File: src/rtl/tile_pkg.sv
// Shared definitions for the player core: tile codes as stored in the map BRAM
// (low byte of each word) and the move FSM state encoding.
package tile_pkg;

    // Tile type codes, data[7:0] of a map word; data[15:8] carries the argument.
    localparam logic [7:0] TileEmpty     = 8'h00;
    localparam logic [7:0] TileWall      = 8'h01;
    localparam logic [7:0] TileKeyBase   = 8'h02;  // KEY_k   = TileKeyBase + k
    localparam logic [7:0] TileDoorBase  = 8'h10;  // DOOR_k  = TileDoorBase + k
    localparam logic [7:0] TilePotion    = 8'h20;
    localparam logic [7:0] TileMonster   = 8'h30;
    localparam logic [7:0] TileStairUp   = 8'h40;
    localparam logic [7:0] TileStairDown = 8'h41;

    localparam logic [15:0] TileCleared  = 16'h0000;

    // Move FSM: IDLE -> READ -> DECIDE -> (WRITE) -> IDLE, DEAD absorbing.
    typedef enum logic [2:0] {
        StIdle   = 3'd0,
        StRead   = 3'd1,
        StDecide = 3'd2,
        StWrite  = 3'd3,
        StDead   = 3'd4
    } state_e;

endpackage

File: src/rtl/player_core_if.sv
// Map BRAM bus between the player core and a single-port RAM with 1-cycle read latency.
//   bram_addr   word address (floor*MAP_W*MAP_H + y*MAP_W + x)
//   bram_data   read data, valid the cycle after the address is presented
//   bram_wr     write strobe
//   bram_dwrite write data
// master: the player core; slave: the memory.
interface player_core_if #(
    parameter int unsigned ADDR_W = 19
);
    logic [ADDR_W-1:0] bram_addr;
    logic [15:0]       bram_data;
    logic              bram_wr;
    logic [15:0]       bram_dwrite;

    modport master (
        output bram_addr,
        output bram_wr,
        output bram_dwrite,
        input  bram_data
    );

    modport slave (
        input  bram_addr,
        input  bram_wr,
        input  bram_dwrite,
        output bram_data
    );
endinterface

File: src/rtl/player_target.sv
// Combinational target calculation for a move request.
//   x_i, y_i, floor_i  current player position
//   move_i             direction request: bit0 up, bit1 down, bit2 left, bit3 right
//   tx_o, ty_o         target coordinates (equal to current on an invalid request)
//   addr_o             map word address of the target tile
//   valid_o            request is one-hot and the target lies on the grid
module player_target #(
    parameter int unsigned MAP_W   = 13,
    parameter int unsigned MAP_H   = 13,
    parameter int unsigned COORD_W = 4,
    parameter int unsigned ADDR_W  = 19
) (
    input  logic [COORD_W-1:0] x_i,
    input  logic [COORD_W-1:0] y_i,
    input  logic [15:0]        floor_i,
    input  logic [3:0]         move_i,
    output logic [COORD_W-1:0] tx_o,
    output logic [COORD_W-1:0] ty_o,
    output logic [ADDR_W-1:0]  addr_o,
    output logic               valid_o
);

    always_comb begin
        tx_o    = x_i;
        ty_o    = y_i;
        valid_o = 1'b0;
        // Zero or multi-bit requests fall to default and are never valid.
        case (move_i)
            4'b0001: begin
                ty_o    = y_i - COORD_W'(1);
                valid_o = (y_i != '0);
            end
            4'b0010: begin
                ty_o    = y_i + COORD_W'(1);
                valid_o = (32'(y_i) < MAP_H - 1);
            end
            4'b0100: begin
                tx_o    = x_i - COORD_W'(1);
                valid_o = (x_i != '0);
            end
            4'b1000: begin
                tx_o    = x_i + COORD_W'(1);
                valid_o = (32'(x_i) < MAP_W - 1);
            end
            default: valid_o = 1'b0;
        endcase
    end

    assign addr_o = ADDR_W'(32'(floor_i) * MAP_W * MAP_H + 32'(ty_o) * MAP_W + 32'(tx_o));

endmodule

File: src/rtl/player_core.sv
// Tile-based player movement engine.
//   clk, rstn           clock, asynchronous active-low reset
//   move_i              direction request (bit0 up, bit1 down, bit2 left, bit3 right),
//                       acted on at a one-hot change while idle
//   cheat_hp_i          +1 health per idle cycle (priority over cheat_key_i)
//   cheat_key_i         +1 to every key counter per idle cycle
//   player_x_o/_y_o     position; floor_o current floor
//   health_o            health; key_num_o key counters, type k at [k*KEY_W +: KEY_W]
//   busy_o              move in progress; dead_o health reached 0
//   bram                map BRAM master port
// A move reads the target tile (READ), acts on it (DECIDE) and, for consumable
// tiles, clears it (WRITE).
module player_core
    import tile_pkg::*;
#(
    parameter int unsigned MAP_W     = 13,
    parameter int unsigned MAP_H     = 13,
    parameter int unsigned COORD_W   = 4,
    parameter int unsigned FLOORS    = 16,
    parameter int unsigned KEY_TYPES = 4,
    parameter int unsigned KEY_W     = 8,
    parameter int unsigned HP_W      = 16,
    parameter int unsigned ADDR_W    = 19,
    parameter int unsigned START_X   = 6,
    parameter int unsigned START_Y   = 10,
    parameter int unsigned START_HP  = 20
) (
    input  logic                        clk,
    input  logic                        rstn,
    input  logic [3:0]                  move_i,
    input  logic                        cheat_hp_i,
    input  logic                        cheat_key_i,
    output logic [COORD_W-1:0]          player_x_o,
    output logic [COORD_W-1:0]          player_y_o,
    output logic [15:0]                 floor_o,
    output logic [HP_W-1:0]             health_o,
    output logic [KEY_TYPES*KEY_W-1:0]  key_num_o,
    output logic                        busy_o,
    output logic                        dead_o,
    player_core_if.master               bram
);

    typedef logic [KEY_TYPES-1:0][KEY_W-1:0] keys_t;

    state_e              state_q, state_d;
    logic [3:0]          move_q;
    logic [COORD_W-1:0]  x_q, x_d, y_q, y_d;
    logic [COORD_W-1:0]  tx_q, tx_d, ty_q, ty_d;
    logic [15:0]         floor_q, floor_d;
    logic [HP_W-1:0]     health_q, health_d;
    keys_t               keys_q, keys_d;
    logic [ADDR_W-1:0]   addr_q, addr_d;

    logic [COORD_W-1:0]  tgt_x, tgt_y;
    logic [ADDR_W-1:0]   tgt_addr;
    logic                tgt_valid;
    logic                move_accept;
    logic [7:0]          tile, arg;
    logic                do_move, do_clear;

    function automatic logic [HP_W-1:0] hp_add(input logic [HP_W-1:0] a, input logic [7:0] b);
        logic [HP_W:0] sum;
        sum = {1'b0, a} + (HP_W+1)'(b);
        return sum[HP_W] ? {HP_W{1'b1}} : sum[HP_W-1:0];
    endfunction

    function automatic logic [KEY_W-1:0] key_inc(input logic [KEY_W-1:0] a);
        return (a == {KEY_W{1'b1}}) ? a : a + KEY_W'(1);
    endfunction

    player_target #(
        .MAP_W   (MAP_W),
        .MAP_H   (MAP_H),
        .COORD_W (COORD_W),
        .ADDR_W  (ADDR_W)
    ) u_target (
        .x_i     (x_q),
        .y_i     (y_q),
        .floor_i (floor_q),
        .move_i  (move_i),
        .tx_o    (tgt_x),
        .ty_o    (tgt_y),
        .addr_o  (tgt_addr),
        .valid_o (tgt_valid)
    );

    // Only a change of the request starts a move, so a held direction steps once.
    assign move_accept = (state_q == StIdle) && (move_i != move_q) && tgt_valid;

    always_comb begin
        state_d  = state_q;
        x_d      = x_q;
        y_d      = y_q;
        floor_d  = floor_q;
        health_d = health_q;
        keys_d   = keys_q;
        tx_d     = tx_q;
        ty_d     = ty_q;
        addr_d   = addr_q;
        tile     = bram.bram_data[7:0];
        arg      = bram.bram_data[15:8];
        do_move  = 1'b0;
        do_clear = 1'b0;

        unique case (state_q)
            StIdle: begin
                if (move_accept) begin
                    tx_d    = tgt_x;
                    ty_d    = tgt_y;
                    addr_d  = tgt_addr;
                    state_d = StRead;
                end else if (cheat_hp_i) begin
                    health_d = hp_add(health_q, 8'd1);
                end else if (cheat_key_i) begin
                    for (int k = 0; k < int'(KEY_TYPES); k++) begin
                        keys_d[k] = key_inc(keys_q[k]);
                    end
                end
            end

            StRead: state_d = StDecide;

            StDecide: begin
                state_d = StIdle;
                for (int k = 0; k < int'(KEY_TYPES); k++) begin
                    if (tile == TileKeyBase + 8'(k)) begin
                        keys_d[k] = key_inc(keys_q[k]);
                        do_move   = 1'b1;
                        do_clear  = 1'b1;
                    end
                    if ((tile == TileDoorBase + 8'(k)) && (keys_q[k] != '0)) begin
                        keys_d[k] = keys_q[k] - KEY_W'(1);
                        do_move   = 1'b1;
                        do_clear  = 1'b1;
                    end
                end
                case (tile)
                    TileEmpty: do_move = 1'b1;
                    TileWall:  ;
                    TilePotion: begin
                        health_d = hp_add(health_q, arg);
                        do_move  = 1'b1;
                        do_clear = 1'b1;
                    end
                    TileMonster: begin
                        if (32'(arg) >= 32'(health_q)) begin
                            // Fatal fight: player stays put and the monster remains.
                            health_d = '0;
                            state_d  = StDead;
                        end else begin
                            health_d = health_q - HP_W'(arg);
                            do_move  = 1'b1;
                            do_clear = 1'b1;
                        end
                    end
                    TileStairUp: begin
                        if (32'(floor_q) < FLOORS - 1) floor_d = floor_q + 16'd1;
                    end
                    TileStairDown: begin
                        if (floor_q != 16'd0) floor_d = floor_q - 16'd1;
                    end
                    // Keys/doors handled above; anything else blocks like a wall.
                    default: ;
                endcase
                if (do_move) begin
                    x_d = tx_q;
                    y_d = ty_q;
                end
                if (do_clear) state_d = StWrite;
            end

            StWrite: state_d = StIdle;

            StDead: state_d = StDead;

            default: state_d = StIdle;
        endcase
    end

    always_ff @(posedge clk or negedge rstn) begin
        if (!rstn) begin
            state_q  <= StIdle;
            move_q   <= '0;
            x_q      <= COORD_W'(START_X);
            y_q      <= COORD_W'(START_Y);
            tx_q     <= '0;
            ty_q     <= '0;
            floor_q  <= '0;
            health_q <= HP_W'(START_HP);
            keys_q   <= '0;
            addr_q   <= '0;
        end else begin
            state_q  <= state_d;
            move_q   <= move_i;  // sampled every cycle, busy or not
            x_q      <= x_d;
            y_q      <= y_d;
            tx_q     <= tx_d;
            ty_q     <= ty_d;
            floor_q  <= floor_d;
            health_q <= health_d;
            keys_q   <= keys_d;
            addr_q   <= addr_d;
        end
    end

    assign player_x_o       = x_q;
    assign player_y_o       = y_q;
    assign floor_o          = floor_q;
    assign health_o         = health_q;
    assign key_num_o        = keys_q;
    assign busy_o           = (state_q == StRead) || (state_q == StDecide) || (state_q == StWrite);
    assign dead_o           = (state_q == StDead);
    assign bram.bram_addr   = addr_q;
    assign bram.bram_wr     = (state_q == StWrite);
    assign bram.bram_dwrite = TileCleared;

endmodule

File: src/flat_wrapper.sv
// flat-port wrapper written by rule: the top's interface ports become plain ports
module player_core_flat import tile_pkg::*;
#(
    parameter int unsigned MAP_W     = 13,
    parameter int unsigned MAP_H     = 13,
    parameter int unsigned COORD_W   = 4,
    parameter int unsigned FLOORS    = 16,
    parameter int unsigned KEY_TYPES = 4,
    parameter int unsigned KEY_W     = 8,
    parameter int unsigned HP_W      = 16,
    parameter int unsigned ADDR_W    = 19,
    parameter int unsigned START_X   = 6,
    parameter int unsigned START_Y   = 10,
    parameter int unsigned START_HP  = 20
)
  (clk, rstn, move_i, cheat_hp_i, cheat_key_i, player_x_o, player_y_o, floor_o, health_o, key_num_o, busy_o, dead_o, bram_bram_addr, bram_bram_wr, bram_bram_dwrite, bram_bram_data);
  player_core_if #(.ADDR_W(ADDR_W)) bram_i ();
  input  logic clk;
  input  logic rstn;
  input  logic [3:0] move_i;
  input  logic cheat_hp_i;
  input  logic cheat_key_i;
  output logic [COORD_W-1:0] player_x_o;
  output logic [COORD_W-1:0] player_y_o;
  output logic [15:0] floor_o;
  output logic [HP_W-1:0] health_o;
  output logic [KEY_TYPES*KEY_W-1:0] key_num_o;
  output logic busy_o;
  output logic dead_o;
  output wire logic [$bits(bram_i.bram_addr)-1:0] bram_bram_addr;
  output wire logic [$bits(bram_i.bram_wr)-1:0] bram_bram_wr;
  output wire logic [$bits(bram_i.bram_dwrite)-1:0] bram_bram_dwrite;
  input wire logic [$bits(bram_i.bram_data)-1:0] bram_bram_data;
  assign bram_bram_addr = bram_i.bram_addr;
  assign bram_bram_wr = bram_i.bram_wr;
  assign bram_bram_dwrite = bram_i.bram_dwrite;
  assign bram_i.bram_data = bram_bram_data;
  player_core #(.MAP_W(MAP_W), .MAP_H(MAP_H), .COORD_W(COORD_W), .FLOORS(FLOORS), .KEY_TYPES(KEY_TYPES), .KEY_W(KEY_W), .HP_W(HP_W), .ADDR_W(ADDR_W), .START_X(START_X), .START_Y(START_Y), .START_HP(START_HP)) u_core (.clk(clk), .rstn(rstn), .move_i(move_i), .cheat_hp_i(cheat_hp_i), .cheat_key_i(cheat_key_i), .player_x_o(player_x_o), .player_y_o(player_y_o), .floor_o(floor_o), .health_o(health_o), .key_num_o(key_num_o), .busy_o(busy_o), .dead_o(dead_o), .bram(bram_i));
endmodule
File: config.mk
export PLATFORM = sky130hd
export DESIGN_NAME = player_core_flat
export DESIGN_NICKNAME = d
export VERILOG_FILES = /design/src/rtl/tile_pkg.sv /design/src/rtl/player_core_if.sv /design/src/rtl/player_target.sv /design/src/rtl/player_core.sv /design/src/flat_wrapper.sv
export SDC_FILE = /design/constraint.sdc
export NUM_CORES = 1
export LEC_CHECK = 0
export CELL_PAD_IN_SITES_DETAIL_PLACEMENT = 0
export CELL_PAD_IN_SITES_GLOBAL_PLACEMENT = 1
export CORE_ASPECT_RATIO = 1.2
export CORE_MARGIN = 2
export CORE_UTILIZATION = 48
export CTS_BUF_LIST = sky130_fd_sc_hd__clkbuf_16
export CTS_CLUSTER_DIAMETER = 80
export DETAILED_ROUTE_END_ITERATION = 16
export GPL_ROUTABILITY_DRIVEN = 0
export PLACE_DENSITY = 0.86
export SLEW_MARGIN = 20
export SYNTH_ARGS = -nofsm -noshare
export SYNTH_HDL_FRONTEND = slang
export SYNTH_SLANG_ARGS = --single-unit
File: constraint.sdc
create_clock -name clk -period 17.65 [get_ports clk]
set_input_delay 3.53 -clock clk [delete_from_list [all_inputs] [get_ports clk]]
set_output_delay 3.53 -clock clk [all_outputs]
set_load 0.05 [all_outputs]
# Word level (Yosys, flattened, before mapping)
# Index checks and enable logic that the tools add are counted.
word_totals:
  wordCells: 151
  romBits: 0
  output_inout_bits: 110
  reg_bits: 106
  ram_bits: 0
  latchBits: 0
  memories: 0
classes:
  mul: 3
  addsub: 19
  magnitude_cmp: 4
  n_reduce_logical: 28
  shift: 0
  muxes: 47
  eq_ne: 37
  div_mod_pow: 0
  n_bitwise: 0
ops:
  columns: ["op", "n"]
  rows:
  - ["16-bit 2-to-1 mux", 7]
  - ["32-bit 2-to-1 mux", 3]
  - ["8-bit 2-to-1 mux", 12]
  - ["16-bit one-hot mux with 2 select lines", 3]
  - ["32-bit one-hot mux with 2 select lines", 1]
  - ["8-bit by 1-bit adder with 8-bit output (second input constant)", 4]
  - ["8-bit by 5-bit == test with 1-bit output (second input constant)", 4]
  - ["8-bit == test (second input constant)", 4]
  - ["8-bit nonzero test", 4]
  - ["8-bit by 1-bit subtractor with 8-bit output (second input constant)", 4]
  - ["16-bit by 4-bit multiplier with 20-bit output (second input constant)", 1]
  - ["20-bit by 4-bit multiplier with 19-bit output (second input constant)", 1]
  - ["5-bit AND reduction", 4]
  - ["19-bit by 4-bit adder with 19-bit output", 1]
  - ["19-bit by 8-bit adder with 19-bit output", 1]
  - ["16-bit by 1-bit adder with 17-bit output (second input constant)", 1]
  - ["16-bit by 8-bit adder with 17-bit output", 1]
  - ["16-bit by 1-bit adder with 16-bit output (second input constant)", 1]
  - ["8-bit by 2-bit == test with 1-bit output (second input constant)", 2]
  - ["8-bit by 3-bit == test with 1-bit output (second input constant)", 2]
  - ["8-bit by 6-bit == test with 1-bit output (second input constant)", 2]
  - ["8-bit by 7-bit == test with 1-bit output (second input constant)", 2]
  - ["8-bit by 16-bit >= comparator with 1-bit output", 1]
  - ["16-bit by 4-bit less-than comparator with 1-bit output (second input constant)", 1]
  - ["other kinds (34)", 71]

# Logic depth before layout (Yosys ltp)
# Gate-level depths: netlist of run 1.
depth:
  word_depth: 14
  ltp_mapped: 27
  ltp_nobuf: 27

# Modules after synthesis
# Synthesis of run 1 repeated with hierarchy kept, for this count alone.
hier_totals:
  hier_cells: 1374
  area_unflattened_um2: 11649.9
by_module_without_submodules:
  columns: ["module", "seq_area_each_um2", "area_per_inst_um2", "cells_per_inst", "instances"]
  rows:
  - ["player_core", 2660.1, 7656.1, 885, 1]
  - ["player_target", 0.0, 3993.8, 489, 1]

# Worst setup path before layout of run 1
# Ideal clock, no wire load.
synth_path:
  kind: "input -> register"
  start: "input port move_i[0]"
  end: "register u_core.addr_q[18], in the netlist u_core.bram.bram_addr[18]"
  required_ns: 17.524
  stages: 26
  setup_ns: 0.126
  slack_ns: 8.173
  arrival_time_ns: 9.350
  cell_sequence: "clkbuf_1 nand2b_1 nor3_1 inv_1 ha_1 a21oi_1 nand3_1 nor2_1 o21ai_0 xnor2_1 fa_1 ha_1 inv_1 fa_1 fa_1 inv_1 fa_1 a211oi_1 or3_1 a311oi_2 a221oi_1 o21ai_0 o21ai_1 xnor3_1 xnor2_1 a21oi_1"
synth_between:
  elab_chain_len: 5
  word_cells_on_any_way: 14
synth_rtl:
  columns: ["element", "line", "rtl"]
  rows:
  - ["start: declaration", "flat_wrapper.sv:20", "input logic [3:0] move_i;"]
  - ["4-bit by 2-bit == test with 1-bit output / 4-bit by 1-bit == test with 1-bit output (equally long branches)", "player_target.sv:28", "case (move_i)"]
  - ["4-bit one-hot mux with 2 select lines", "player_target.sv:28", null]
  - ["4-bit by 4-bit multiplier with 8-bit output", "player_target.sv:49", "assign addr_o = ADDR_W'(32'(floor_i) * MAP_W * MAP_H + 32'(ty_o) * MAP_W + 32'(tx_o));"]
  - ["19-bit by 8-bit adder with 19-bit output", "player_target.sv:49", null]
  - ["19-bit by 4-bit adder with 19-bit output", "player_target.sv:49", null]
  - ["end signal: assignment", "player_core.sv:202", "addr_q <= addr_d;"]
  - ["end: declaration", "player_core.sv:52", "logic [ADDR_W-1:0] addr_q, addr_d;"]
# Parallel ways exist; a longest one is shown, timed or not.
# A chain may end at the register's enable or synchronous reset.

# Worst setup path after layout of run 1
# Same ends and word-level chain as after synthesis.

==> results.txt, run 1 <==
worst-skew pair later-pin latency: 360 ps
Nets: 1,705
total power draw: 1.27 mW
Max FO, Critical Path: 9
Critical Path AT: 10,510 ps
I/O Buffers: 117
post-synth top area cell: dfrtp_1
Final Setup Violations: 0
WP data required: 17,880 ps
critical path capture point type: register
Hold Buf Count CTS: 0
ys flop type: dfrtp_1
CP delay by family, top: adder cells
RSZ-0062 raised after global routing: no
Synth Cell Area: 0.0118 mm^2
period utilisation layout: 0.582
most used cell, CP: fa_1
WL final: 27,400 um
clock buffer depth: 2
total clock sinks: 106
PD cells: 94.2 mW/mm^2
via count: 10,077
I/O pins: 134
Max IR drop VDD: 0.0451 mV
area delta synth->final: 14.3%
Startpoint Class: primary input
share of the synthesized area in the top cell type: 0.213
Clock Tree Root: clkbuf_16
wire per inst: 15.2 um
Crit path largest cell delay: 580 ps
first-pass GRT wire length: 46,400 um
clock skew: 8.65 ps
die area: 0.0258 mm^2
fillcell total: 2,288
Area contributors post-synth: dfrtp_1 (21%), ha_1 (17%), fa_1 (7.7%)
max-slew violation count: 0
CTS resizes: 0
Worst-Margin Slew: 985 ps
Syn. warnings: 0
Die Width: 147 um
vias in the first global route: 9,626
DRT iter0 DRCs: 420
initial antenna violation count: 0
H-tree Lvls: 3
Detailed Routing Iterations Pass 1: 4
Crit Path Class: primary input to register
Final min period: 10,280 ps
share of the yosys chip area belonging to registers: 0.226
Slowest cell on crit path: clkdlybuf4s50_1
largest net degree at the start of global routing: 64
Leakage: 6.42 nW
post-CTS setup buffer count: 0
fraction of layout cells with a size suffix above 1: 0.0613
Yosys cell types: 83
Post-route DRC: 0
Final Hold Viols: 0
relative slew slack: 0.341
clock slew at reported path FFs: 80 ps
antenna cells: 0
Fin Setup TNS: 0 ps
outcome: completed
Syn Area/Cell: 8.51 um^2
max cap viols: 0
TritonCTS clock tree: done
initial core utilization: 0.489
Buf/Inv on CP: 4
gr ovfl total: 0
#FFs+latches synth: 106
antenna viol nets, final: 0
detailed placement HPWL: 21,300 um
drt via density: 5.59
EDFF count, synth: 0
die height: 175 um
Hold WS: 506 ps
Fmax achieved: 97.3 MHz
Post-Syn Instances: 1,382
All-Layer GR Usage: 0.215
Async S/R FF share, synth: 1.00
Core Area: 0.0240 mm^2
CTS buffer count: 9
num rows: 62
worst hold path class: register to register
synth_stat cells (9+ instances only):
cell and n:
clkbuf_1 21, or3_1 11, nor4_1 12, nor2_1 97
xnor2_1 44, dfrtp_1 100, ha_1 157, nand2b_1 17
o21ai_0 76, nand3_1 50, buf_4 17, nor2b_1 10
a21oi_1 104, a21o_1 21, mux2_2 24, a211oi_1 9
o21bai_1 9, fa_1 45, and3_1 20, a31oi_1 22
xor2_1 33, nor3_1 27, inv_1 187, o31ai_1 9
buf_2 12, nand2_1 77, nand4_1 19, o22ai_1 9
registers in the layout, summed over array words and instances (netlist names):
signal and flops:
u_core.move_q 4, u_core.bram.bram_addr 19, u_core.player_x_o 4, u_core.key_num_o 32, u_core.health_o 16, u_core.tx_q 4
u_core.floor_o 16, u_core.ty_q 4, u_core.player_y_o 4, u_core.state_q 3
layout make-up:
cell class              instances  area [um^2]  area share
clock buffers                   9          225      0.0167
inverters                     187          702      0.0522
multi-input cells            1052         8200       0.609
flip-flops and latches        106         2660       0.198
clock inverters                 7         52.6     0.00391
repair buffers                123         1210      0.0902
well taps                     320          400      0.0298
metrics by stage:
stage                      util  area (um^2)  cells  setup slack [ps]
after floorplan               -        11800   1397              8170
after global placement    0.548        13200   1788              7050
after detailed placement  0.548        13200   1788              7020
after CTS                 0.559        13500   1804              7350
after global routing      0.559        13500   1804              6730
final                     0.559        13500   1804              7370
routing by layer:
metal	wire length [um]	track usage	up-vias
met5	0	0	-
met2	13600	0.376	195
met3	1020	0.0223	44
li1	-	-	4998
met1	12100	0.276	4840
met4	702	0.0793	0
cell families after synthesis:
| family | after synthesis | share of synthesized area |
|---|---|---|
| AO/OA/AOI/OAI | 331 | 0.180 |
| XOR/XNOR | 78 | 0.0592 |
| multiplexers | 35 | 0.0357 |
| flip-flops | 106 | 0.226 |
| buffers and inverters | 239 | 0.0836 |
| AND/OR/NAND/NOR | 390 | 0.171 |
| adder cells (fa/ha/maj) | 202 | 0.244 |
| other | 1 | 0.000319 |
layout by cell type, fill, tap and decap left out, drive strengths merged, types with 8 or more instances in the layout:
master,instances
o21bai,9
and3,20
nand4,19
clkdlybuf4s50,116
conb,16
nor4,14
a311oi,9
and2,8
ha,157
nor3,27
o31ai,10
xnor2,44
nand2b,17
nand3,50
a21o,21
o21ai,85
nor2,98
dfrtp,100
o211ai,9
fa,45
inv,189
a211oi,9
a21oi,105
nand2,78
or3,11
clkbuf,9
xor2,33
o22ai,9
a31oi,22
mux2,32
nor2b,10
power breakdown:
| group | switching, mW | total (mW) | internal, mW | leakage (nW) |
|---|---|---|---|---|
| Sequential | 0.0983 | 0.397 | 0.299 | 1.35 |
| Combinational | 0.427 | 0.672 | 0.245 | 4.94 |
| Clock | 0.101 | 0.198 | 0.0971 | 0.133 |
| Total | 0.626 | 1.27 | 0.641 | 6.42 |
worst paths after layout:
kind | from | slack (ps) | depth (start not counted) | endpoint
max | move_i[0] | 7370 | 26 | u_core.bram.bram_addr[18]$_DFFE_PN0P_
min | u_core.tx_q[1]$_DFFE_PN0P_ | 510 | 1 | u_core.player_x_o[1]$_DFFE_PN1P_
max reg2reg | u_core.floor_o[1]$_DFFE_PN0P_ | 11160 | 25 | u_core.bram.bram_addr[18]$_DFFE_PN0P_
min reg2reg | u_core.tx_q[1]$_DFFE_PN0P_ | 510 | 1 | u_core.player_x_o[1]$_DFFE_PN1P_
max in group asynchronous | rstn | 13240 | 2 | u_core.floor_o[8]$_DFFE_PN0P_
min in group asynchronous | rstn | 3160 | 1 | u_core.health_o[1]$_DFFE_PN0P_
No activity file was read; power rests on OpenSTA's default activity.
==> run 2, diff against run 1 <==
--- a/config.mk
+++ b/config.mk
@@ -9,12 +9,12 @@
 export CELL_PAD_IN_SITES_GLOBAL_PLACEMENT = 1
 export CORE_ASPECT_RATIO = 1.2
 export CORE_MARGIN = 2
-export CORE_UTILIZATION = 48
+export CORE_UTILIZATION = 44
 export CTS_BUF_LIST = sky130_fd_sc_hd__clkbuf_16
 export CTS_CLUSTER_DIAMETER = 80
 export DETAILED_ROUTE_END_ITERATION = 16
 export GPL_ROUTABILITY_DRIVEN = 0
-export PLACE_DENSITY = 0.86
+export PLACE_DENSITY = 0.79
 export SLEW_MARGIN = 20
 export SYNTH_ARGS = -nofsm -noshare
 export SYNTH_HDL_FRONTEND = slang
==> constraint.sdc (replaced) <==
create_clock -name clk -period 9.8 [get_ports clk]
set_input_delay 1.96 -clock clk [delete_from_list [all_inputs] [get_ports clk]]
set_output_delay 1.96 -clock clk [all_outputs]
set_load 0.05 [all_outputs]
==> results.txt, run 2 (synthesis gave the netlist of run 1 again) <==
detailed placement HPWL: 22,100 um (+3.5%)
total clock sinks: 106 (unchanged)
worst-skew pair later-pin latency: 370 ps (about the same)
Fin Setup TNS: 0 ps (unchanged)
outcome: completed
Startpoint Class: primary input
Slowest cell on crit path: clkdlybuf4s50_1
Max IR drop VDD: 0.0965 mV (+110%)
largest net degree at the start of global routing: 70 (+9.4%)
R2R depth: 23 (-8.0%)
I/O Buffers: 117 (unchanged)
Final Setup Violations: 0 (unchanged)
DRT iter0 DRCs: 450 (+7.1%)
CP Depth: 26 (unchanged)
critical path capture point type: register
Fmax achieved: 113 MHz
clock slew at reported path FFs: 70 ps (about the same)
fillcell total: 2,560 (+12%)
flip-flop count of the largest register after layout: 32 (unchanged)
relative slew slack: 0.310 (-0.0311)
clock skew: 14.5 ps (+5.82 ps)
Crit Path Class: primary input to register
vias in the first global route: 9,688 (+0.64%)
FF+latch area: 0.00266 mm^2 (unchanged)
CTS resizes: 0 (unchanged)
Nets: 1,705 (unchanged)
post-CTS setup buffer count: 0 (unchanged)
Leakage: 6.41 nW (about the same)
initial antenna violation count: 0 (unchanged)
Crit path largest cell delay: 580 ps (about the same)
gr ovfl total: 0 (unchanged)
clock buffer depth: 2 (unchanged)
PD cells: 170 mW/mm^2 (+80%)
most frequent cells in the layout: inv_1 (188), ha_1 (157), clkdlybuf4s50_1 (116), a21oi_1 (103), dfrtp_1 (100)
TritonCTS clock tree: done
Final Hold Viols: 0 (unchanged)
Post-route DRC: 0 (unchanged)
Die Width: 153 um (+4.3%)
Final min period: 8840 ps
RSZ-0062 raised after global routing: no
Buf/Inv on CP: 4 (unchanged)
die height: 183 um (+4.3%)
Clock Tree Root: clkbuf_16
DP Worst Slack: 622 ps (-6390 ps)
Critical Path AT: 9070 ps (-1440 ps)
wire per inst: 15.6 um (+2.7%)
period utilisation layout: 0.902
max cap viols: 0 (unchanged)
Worst Hold Depth: 1 (unchanged)
worst hold path class: register to register
via count: 10,086 (+0.089%)
area delta synth->final: 14.4% (about the same)
antenna viol nets, final: 0 (unchanged)
num rows: 65 (+4.8%)
Detailed Routing Iterations Pass 1: 6 (+2)
WP data required: 10,020 ps (-7860 ps)
WL final: 28,400 um (+3.5%)
commonest non-fill, non-tap cell in the layout: inv_1
Worst-Margin Slew: 1030 ps (+42.4 ps)
All-Layer GR Usage: 0.204 (-0.0111)
CP delay by family, top: adder cells
max-slew violation count: 0 (unchanged)
Core Area: 0.0263 mm^2 (+9.2%)
die area: 0.0281 mm^2 (+8.9%)
I/O pins: 134 (unchanged)
area of the multi-input gates: 0.00820 mm^2 (unchanged)
first-pass GRT wire length: 47,700 um (+2.7%)
worst setup margin: 957 ps (-6410 ps)
drt via density: 5.54 (-0.74%)
Max FO, Critical Path: 9 (unchanged)
H-tree Lvls: 3 (unchanged)
fraction of layout cells with a size suffix above 1: 0.0593 (-0.00202)
CTS buffer count: 9 (unchanged)
antenna cells: 0 (unchanged)
Hold Buf Count CTS: 0 (unchanged)
most used cell, CP: fa_1
initial core utilization: 0.448 (-0.0414)
## run 2: changes by cell type in the layout (fill, tap and decap cells not counted)
| cell | previous run | this run |
|---|---|---|
| clkinv_1 | 2 | 4 |
| clkinv_4 | 2 | 1 |
| clkinvlp_4 | 1 | 0 |
| inv_1 | 187 | 188 |
| inv_8 | 1 | 0 |
## run 2: final timing paths
| kind | from | to | slack, ps |
|---|---|---|---|
| setup / recovery | move_i[0] | u_core.bram.bram_addr[18]$_DFFE_PN0P_ | 960 |
| hold / removal | u_core.tx_q[1]$_DFFE_PN0P_ | u_core.player_x_o[1]$_DFFE_PN1P_ | 510 |
| setup reg to reg | u_core.floor_o[0]$_DFFE_PN0P_ | u_core.bram.bram_addr[18]$_DFFE_PN0P_ | 3210 |
| hold reg to reg | u_core.tx_q[1]$_DFFE_PN0P_ | u_core.player_x_o[1]$_DFFE_PN1P_ | 510 |
| max in group asynchronous | rstn | u_core.bram.bram_addr[9]$_DFFE_PN0P_ | 6910 |
| min in group asynchronous | rstn | u_core.key_num_o[12]$_DFFE_PN0P_ | 1570 |
## run 2: final cells by class
| class | count | area share |
|---|---|---|
| clock buffer | 9 | 0.0167 |
| clock inverter | 7 | 0.00270 |
| inverter | 187 | 0.0522 |
| multi-input combinational | 1052 | 0.609 |
| sequential | 106 | 0.198 |
| tap | 335 | 0.0312 |
| timing repair buffer | 123 | 0.0902 |
## run 2: worst reg2reg max path: cells and delay by family, from the launching register on
kind / cells / cell delay (ps)
compound gates: 5 / 1030
xor+xnor: 2 / 500
fa+ha+maj: 9 / 3310
buf+inv: 5 / 440
flops: 1 / 660
simple gates: 2 / 500
## run 2: routing by layer
layer,wire [um],up-vias,global-route usage
li1,-,4995,-
met1,12700,4862,0.264
met2,14100,192,0.353
met3,1010,37,0.0260
met4,623,0,0.0670
met5,0,-,0
## run 2: report_power, final
group	switching (mW)	internal [mW]	leakage, nW
sequential	0.180	0.539	1.35
combinational	0.773	0.443	4.94
clock	0.178	0.170	0.131
## run 2: per-stage QoR
| step | instances | area, um^2 | total power [mW] | util | hold WS [ps] |
|---|---|---|---|---|---|
| floorplan | 1397 | 11800 | 1.57 | - | 477 |
| global placement | 1803 | 13200 | 1.93 | 0.502 | 482 |
| detailed placement | 1803 | 13200 | 1.94 | 0.502 | 491 |
| CTS | 1819 | 13500 | 2.30 | 0.512 | 510 |
| global route | 1819 | 13500 | 2.44 | 0.512 | 520 |
| finish | 1819 | 13500 | 2.28 | 0.512 | 506 |
==> edit 1, RTL diff (settings of run 2) <==
Register the outputs `busy_o` and `dead_o`, cleared by the reset; this adds one clock of latency there. The other outputs are not delayed to match.
--- a/src/rtl/player_core.sv
+++ b/src/rtl/player_core.sv
@@ -208,8 +208,15 @@
     assign floor_o          = floor_q;
     assign health_o         = health_q;
     assign key_num_o        = keys_q;
-    assign busy_o           = (state_q == StRead) || (state_q == StDecide) || (state_q == StWrite);
-    assign dead_o           = (state_q == StDead);
+    always_ff @(posedge clk or negedge rstn) begin
+        if (!rstn) begin
+            busy_o <= '0;
+            dead_o <= '0;
+        end else begin
+            busy_o <= (state_q == StRead) || (state_q == StDecide) || (state_q == StWrite);
+            dead_o <= (state_q == StDead);
+        end
+    end
     assign bram.bram_addr   = addr_q;
     assign bram.bram_wr     = (state_q == StWrite);
     assign bram.bram_dwrite = TileCleared;
Function: changed (a bounded check fails within 4 cycles, from zero or initial values and one cycle with rstn low).
==> edit 1 against run 2 <==
Design area about the same; critical endpoint unchanged; wire length increased by 1.3%; setup slack improved by 110 ps; area after synthesis about the same; power increased by 0.56%; non-clock buffer count decreased by 1; largest cell class unchanged; sequential cell count increased by 2; critical path type unchanged; sequential power increased by 3.1%.
==> edit 1: results (changes against run 2) <==
* Clock latency on the worst-skew pair at 370 ps (about the same)
* Pin count of the biggest net entering global routing at 59 (was 70)
* Hold_ws at 508 ps (was 506 ps)
* Finished Cell Area at 0.0135 mm2 (about the same)
* Hold Crit Start: u_core.ty_q[3] (was u_core.tx_q[1])
* Routed length on met3 at 938 um (was 1.01 mm)
* Flops & latches, synth at 108 (was 106)
* Clk_skew at 14.0 ps (was 14.5 ps)
* Leakage power total at 6.38 nW (was 6.41 nW)
* Post-synthesis adder-cell area fraction at 0.243 (was 0.244)
* Routed length per instance at 15.7 um (was 15.6 um)
* CP peak stage delay at 610 ps (was 580 ps)
* Comb_multi_in at 1056 (was 1052)
* CP startpoint: move_i[1] (was move_i[0])
* Dpl ws at 775 ps (was 622 ps)
* Max VDD drop at 0.0925 mV (was 0.0965 mV)
* Post-synthesis compound-gate area fraction at 0.167 (was 0.180)
* Clk cell area share at 0.0217 (was 0.0194)
* Comb pwr share at 0.508 (was 0.533)
* Sequential fraction of design power at 0.323 (was 0.315)
* Detailed Route WL at 28.7 mm (was 28.4 mm)
* Post-Synthesis Cells at 1403 (was 1382)
* # resized after CTS at 0 (unchanged)
* XOR/XNOR Fraction of Synth Area at 0.0597 (was 0.0592)
* Layout cells sized above 1 at 0.0493 (was 0.0593)
* Tot GR Track Use at 0.207 (was 0.204)
* Nonclk buf count at 122 (was 123)
* Multi-input combinational area share at 0.601 (was 0.609)
* Top cells by area, synth: dfrtp_1 (22%), ha_1 (17%), fa_1 (7.7%), inv_1 (6.3%), xnor2_1 (3.8%) (was dfrtp_1 (21%), ha_1 (17%), fa_1 (7.7%), inv_1 (6.0%), a21oi_1 (4.4%))
* Non-clk invs at 198 (was 187)
* Fill cells at 2576 (was 2560)
* Postcts setup bufs at 0 (unchanged)
* Num CTS Buffers at 9 (unchanged)
* Met1 WL at 13.3 mm (was 12.7 mm)
* Metal2 WL at 14.0 mm (was 14.1 mm)
* Hold Path Sink: u_core.ty_q[3] (was u_core.player_x_o[1])
* Initial DRC count at 496 (was 450)
* Crit-path max FO at 7 (was 9)
* Mux contribution to synthesized area at 0.0386 (was 0.0357)
* Outcome: complete, no violations (unchanged)
* Sequential fraction of the synthesis area at 0.231 (was 0.226)
* Sw Share at 0.494 (was 0.496)
* R2R setup slack at 3080 ps (was 3210 ps)
* Comb. pwr at 1.17 mW (was 1.22 mW)
* Slew HR at 0.248 (was 0.310)
* First-pass GRT wire length at 48.6 mm (was 47.7 mm)
* Final net count at 1720 (was 1705)
* Count of cell types in the netlist at 75 (was 83)
* Crit path DAT at 9030 ps (was 9070 ps)
* Period utilization at 0.891 (was 0.902)
* Non-clock buffer share of cell area at 0.0896 (was 0.0902)
## edit 1: changes by cell type after synthesis, sizes merged, moves of 6 or more
| cell | change |
|---|---|
| nand4 | -7 |
| a31oi | -7 |
| nor3 | +13 |
| nand2b | -6 |
| inv | +11 |
| xnor2 | +7 |
| buf | -10 |
| and2 | +7 |
| a21oi | -17 |
| nand2 | +17 |
| nand3 | +6 |
| xor2 | -9 |
| clkbuf | +14 |
## edit 1: layer usage
| metal | vias to the layer above | global-route usage |
|---|---|---|
| met3 | 28 | 0.0302 |
| met1 | 4901 | 0.273 |
| met5 | - | 0 |
| met4 | 0 | 0.0519 |
| met2 | 183 | 0.357 |
| li1 | 5026 | - |
## edit 1: worst max-delay path: cells and delay by family
kind | cells | cell delay [ps]
adders and majority gates | 6 | 2670
muxes | 1 | 210
and+or+nand+nor | 5 | 1000
AOI/OAI and AO/OA | 7 | 1630
buffers and inverters | 3 | 740
xor gates and xnor gates | 2 | 800
==> edit 2, RTL diff (settings of run 2) <==
Without the edit above. `KEY_TYPES` is set to 4 in 2 places; all go to 5.
--- a/src/rtl/player_core.sv
+++ b/src/rtl/player_core.sv
@@ -17,7 +17,7 @@
     parameter int unsigned MAP_H     = 13,
     parameter int unsigned COORD_W   = 4,
     parameter int unsigned FLOORS    = 16,
-    parameter int unsigned KEY_TYPES = 4,
+    parameter int unsigned KEY_TYPES = 5,
     parameter int unsigned KEY_W     = 8,
     parameter int unsigned HP_W      = 16,
     parameter int unsigned ADDR_W    = 19,
--- a/src/flat_wrapper.sv
+++ b/src/flat_wrapper.sv
@@ -5,7 +5,7 @@
     parameter int unsigned MAP_H     = 13,
     parameter int unsigned COORD_W   = 4,
     parameter int unsigned FLOORS    = 16,
-    parameter int unsigned KEY_TYPES = 4,
+    parameter int unsigned KEY_TYPES = 5,
     parameter int unsigned KEY_W     = 8,
     parameter int unsigned HP_W      = 16,
     parameter int unsigned ADDR_W    = 19,
Ports: changed (resized key_num_o); port bits go from 134 to 142. The function was not compared with the original's and may differ.
==> edit 2 against run 2 <==
Fmax grew 11%; power is 22% higher; clock skew down 7.9 ps; synthesized cell count increased by 4.8%; sequential power rose by 14%; register-to-register slack gained 230 ps; design area is 5.1% higher; highest routed layer unchanged; area after synthesis increased by 2.7%; sequential cell count rose by 8; setup slack improved by 870 ps; wire length rose by 7.2%.
==> edit 2: results (changes against run 2) <==
* Hold Path Class: register to register (unchanged)
* Cell count after placement at 1881 (was 1803)
* Initial antenna violation count at 0 (unchanged)
* R2R setup slack at 3440 ps (was 3210 ps)
* Tot GR Track Use at 0.215 (was 0.204)
* Pin count of the biggest net entering global routing at 67 (was 70)
* Synth cell count leaders: inv_1 (168), ha_1 (162), nand2_1 (128) (was inv_1 (187), ha_1 (157), a21oi_1 (104))
* Max reg flops at 40 (was 32)
* Synthesized area per cell at 8.34 um2 (was 8.51 um2)
* Mux contribution to synthesized area at 0.0151 (was 0.0357)
* Leakage power total at 6.74 nW (was 6.41 nW)
* Drt pass-1 iters at 4 (was 6)
* Bufs on Longest Clock Path at 2 (unchanged)
* Max VDD drop at 0.113 mV (was 0.0965 mV)
* Post-synthesis adder-cell area fraction at 0.242 (was 0.244)
* DR vias at 10700 (was 10100)
* DRC violation count after routing at 0 (unchanged)
* XOR/XNOR Fraction of Synth Area at 0.0555 (was 0.0592)
* Post-synthesis compound-gate area fraction at 0.184 (was 0.180)
* Slew HR at 0.346 (was 0.310)
* Vias in the first global route at 10300 (was 9688)
* Clk_skew at 6.55 ps (was 14.5 ps)
* Worst EP required at 10160 ps (was 10020 ps)
* Outcome: complete, no violations (unchanged)
* Initial DRC count at 418 (was 450)
* Final net count at 1791 (was 1705)
* Post-DP Area at 0.0136 mm2 (was 0.0132 mm2)
* Num CTS Buffers at 17 (was 9)
* Clock latency on the worst-skew pair at 420 ps (was 370 ps)
* I/O Buffers at 125 (was 117)
* First-pass GRT wire length at 50.5 mm (was 47.7 mm)
* CP peak stage delay at 620 ps (was 580 ps)
* Layout cells sized above 1 at 0.0540 (was 0.0593)
* Crit-path max FO at 7 (was 9)
* CP startpoint: move_i[1] (was move_i[0])
* H-tree depth at 4 (was 3)
* Routed length per instance at 15.9 um (was 15.6 um)
* Top cells by area, synth: dfrtp_1 (22%), ha_1 (17%), fa_1 (7.5%), inv_1 (5.2%), o21ai_0 (4.1%) (was dfrtp_1 (21%), ha_1 (17%), fa_1 (7.7%), inv_1 (6.0%), a21oi_1 (4.4%))
* Count of cell types in the netlist at 81 (was 83)
* DP Wirelength at 23.3 mm (was 22.1 mm)
* Fill cells at 2600 (was 2560)
* Detailed Route WL at 30.4 mm (was 28.4 mm)
* Sequential fraction of the synthesis area at 0.237 (was 0.226)
* Async S/R FF share, synth at 1.00 (unchanged)
==> edit 2: final cells by class <==
| cell class | instances | share of cell area |
|---|---|---|
| timing repair buffer | 132 | 0.0920 |
| multi-input combinational | 1127 | 0.592 |
| clock buffer | 17 | 0.0301 |
| tap | 340 | 0.0301 |
| sequential | 114 | 0.202 |
| inverter | 168 | 0.0446 |
| clock inverter | 15 | 0.00894 |
==> edit 2: worst min-delay path by stage <==
stage	cells past startpoint	slack (ps)	from	endpoint
4_1_cts	2	480	u_core.tx_q[1]	u_core.tx_q[1]
3_5_place_dp	2	470	u_core.bram.bram_addr[1]	u_core.bram.bram_addr[1]
6_report	2	480	u_core.bram.bram_addr[1]	u_core.bram.bram_addr[1]
3_3_place_gp	2	460	u_core.tx_q[1]	u_core.tx_q[1]
2_1_floorplan	2	450	u_core.tx_q[1]	u_core.tx_q[1]
5_1_grt	2	510	u_core.bram.bram_addr[5]	u_core.bram.bram_addr[5]
==> edit 2: power breakdown <==
| group | total, mW | leakage [nW] | switching [mW] | internal, mW |
|---|---|---|---|---|
| logic | 1.38 | 4.99 | 0.874 | 0.502 |
| clock network | 0.597 | 0.283 | 0.231 | 0.366 |
| registers | 0.820 | 1.46 | 0.227 | 0.594 |
==> edit 2: through the flow <==
stage,power (mW),worst slack (ps),utilization
2_1_floorplan,1.78,2690,-
3_3_place_gp,2.19,1540,0.502
3_5_place_dp,2.21,1430,0.502
4_1_cts,2.82,1860,0.522
5_1_grt,2.99,1380,0.522
6_report,2.79,1830,0.522
==> edit 2: routing by layer <==
layer	vias up	track usage	part of all wire
li1	5294	-	-
met1	5155	0.259	0.43
met2	195	0.394	0.51
met3	33	0.0356	0.042
met4	0	0.0631	0.016
met5	-	0	0
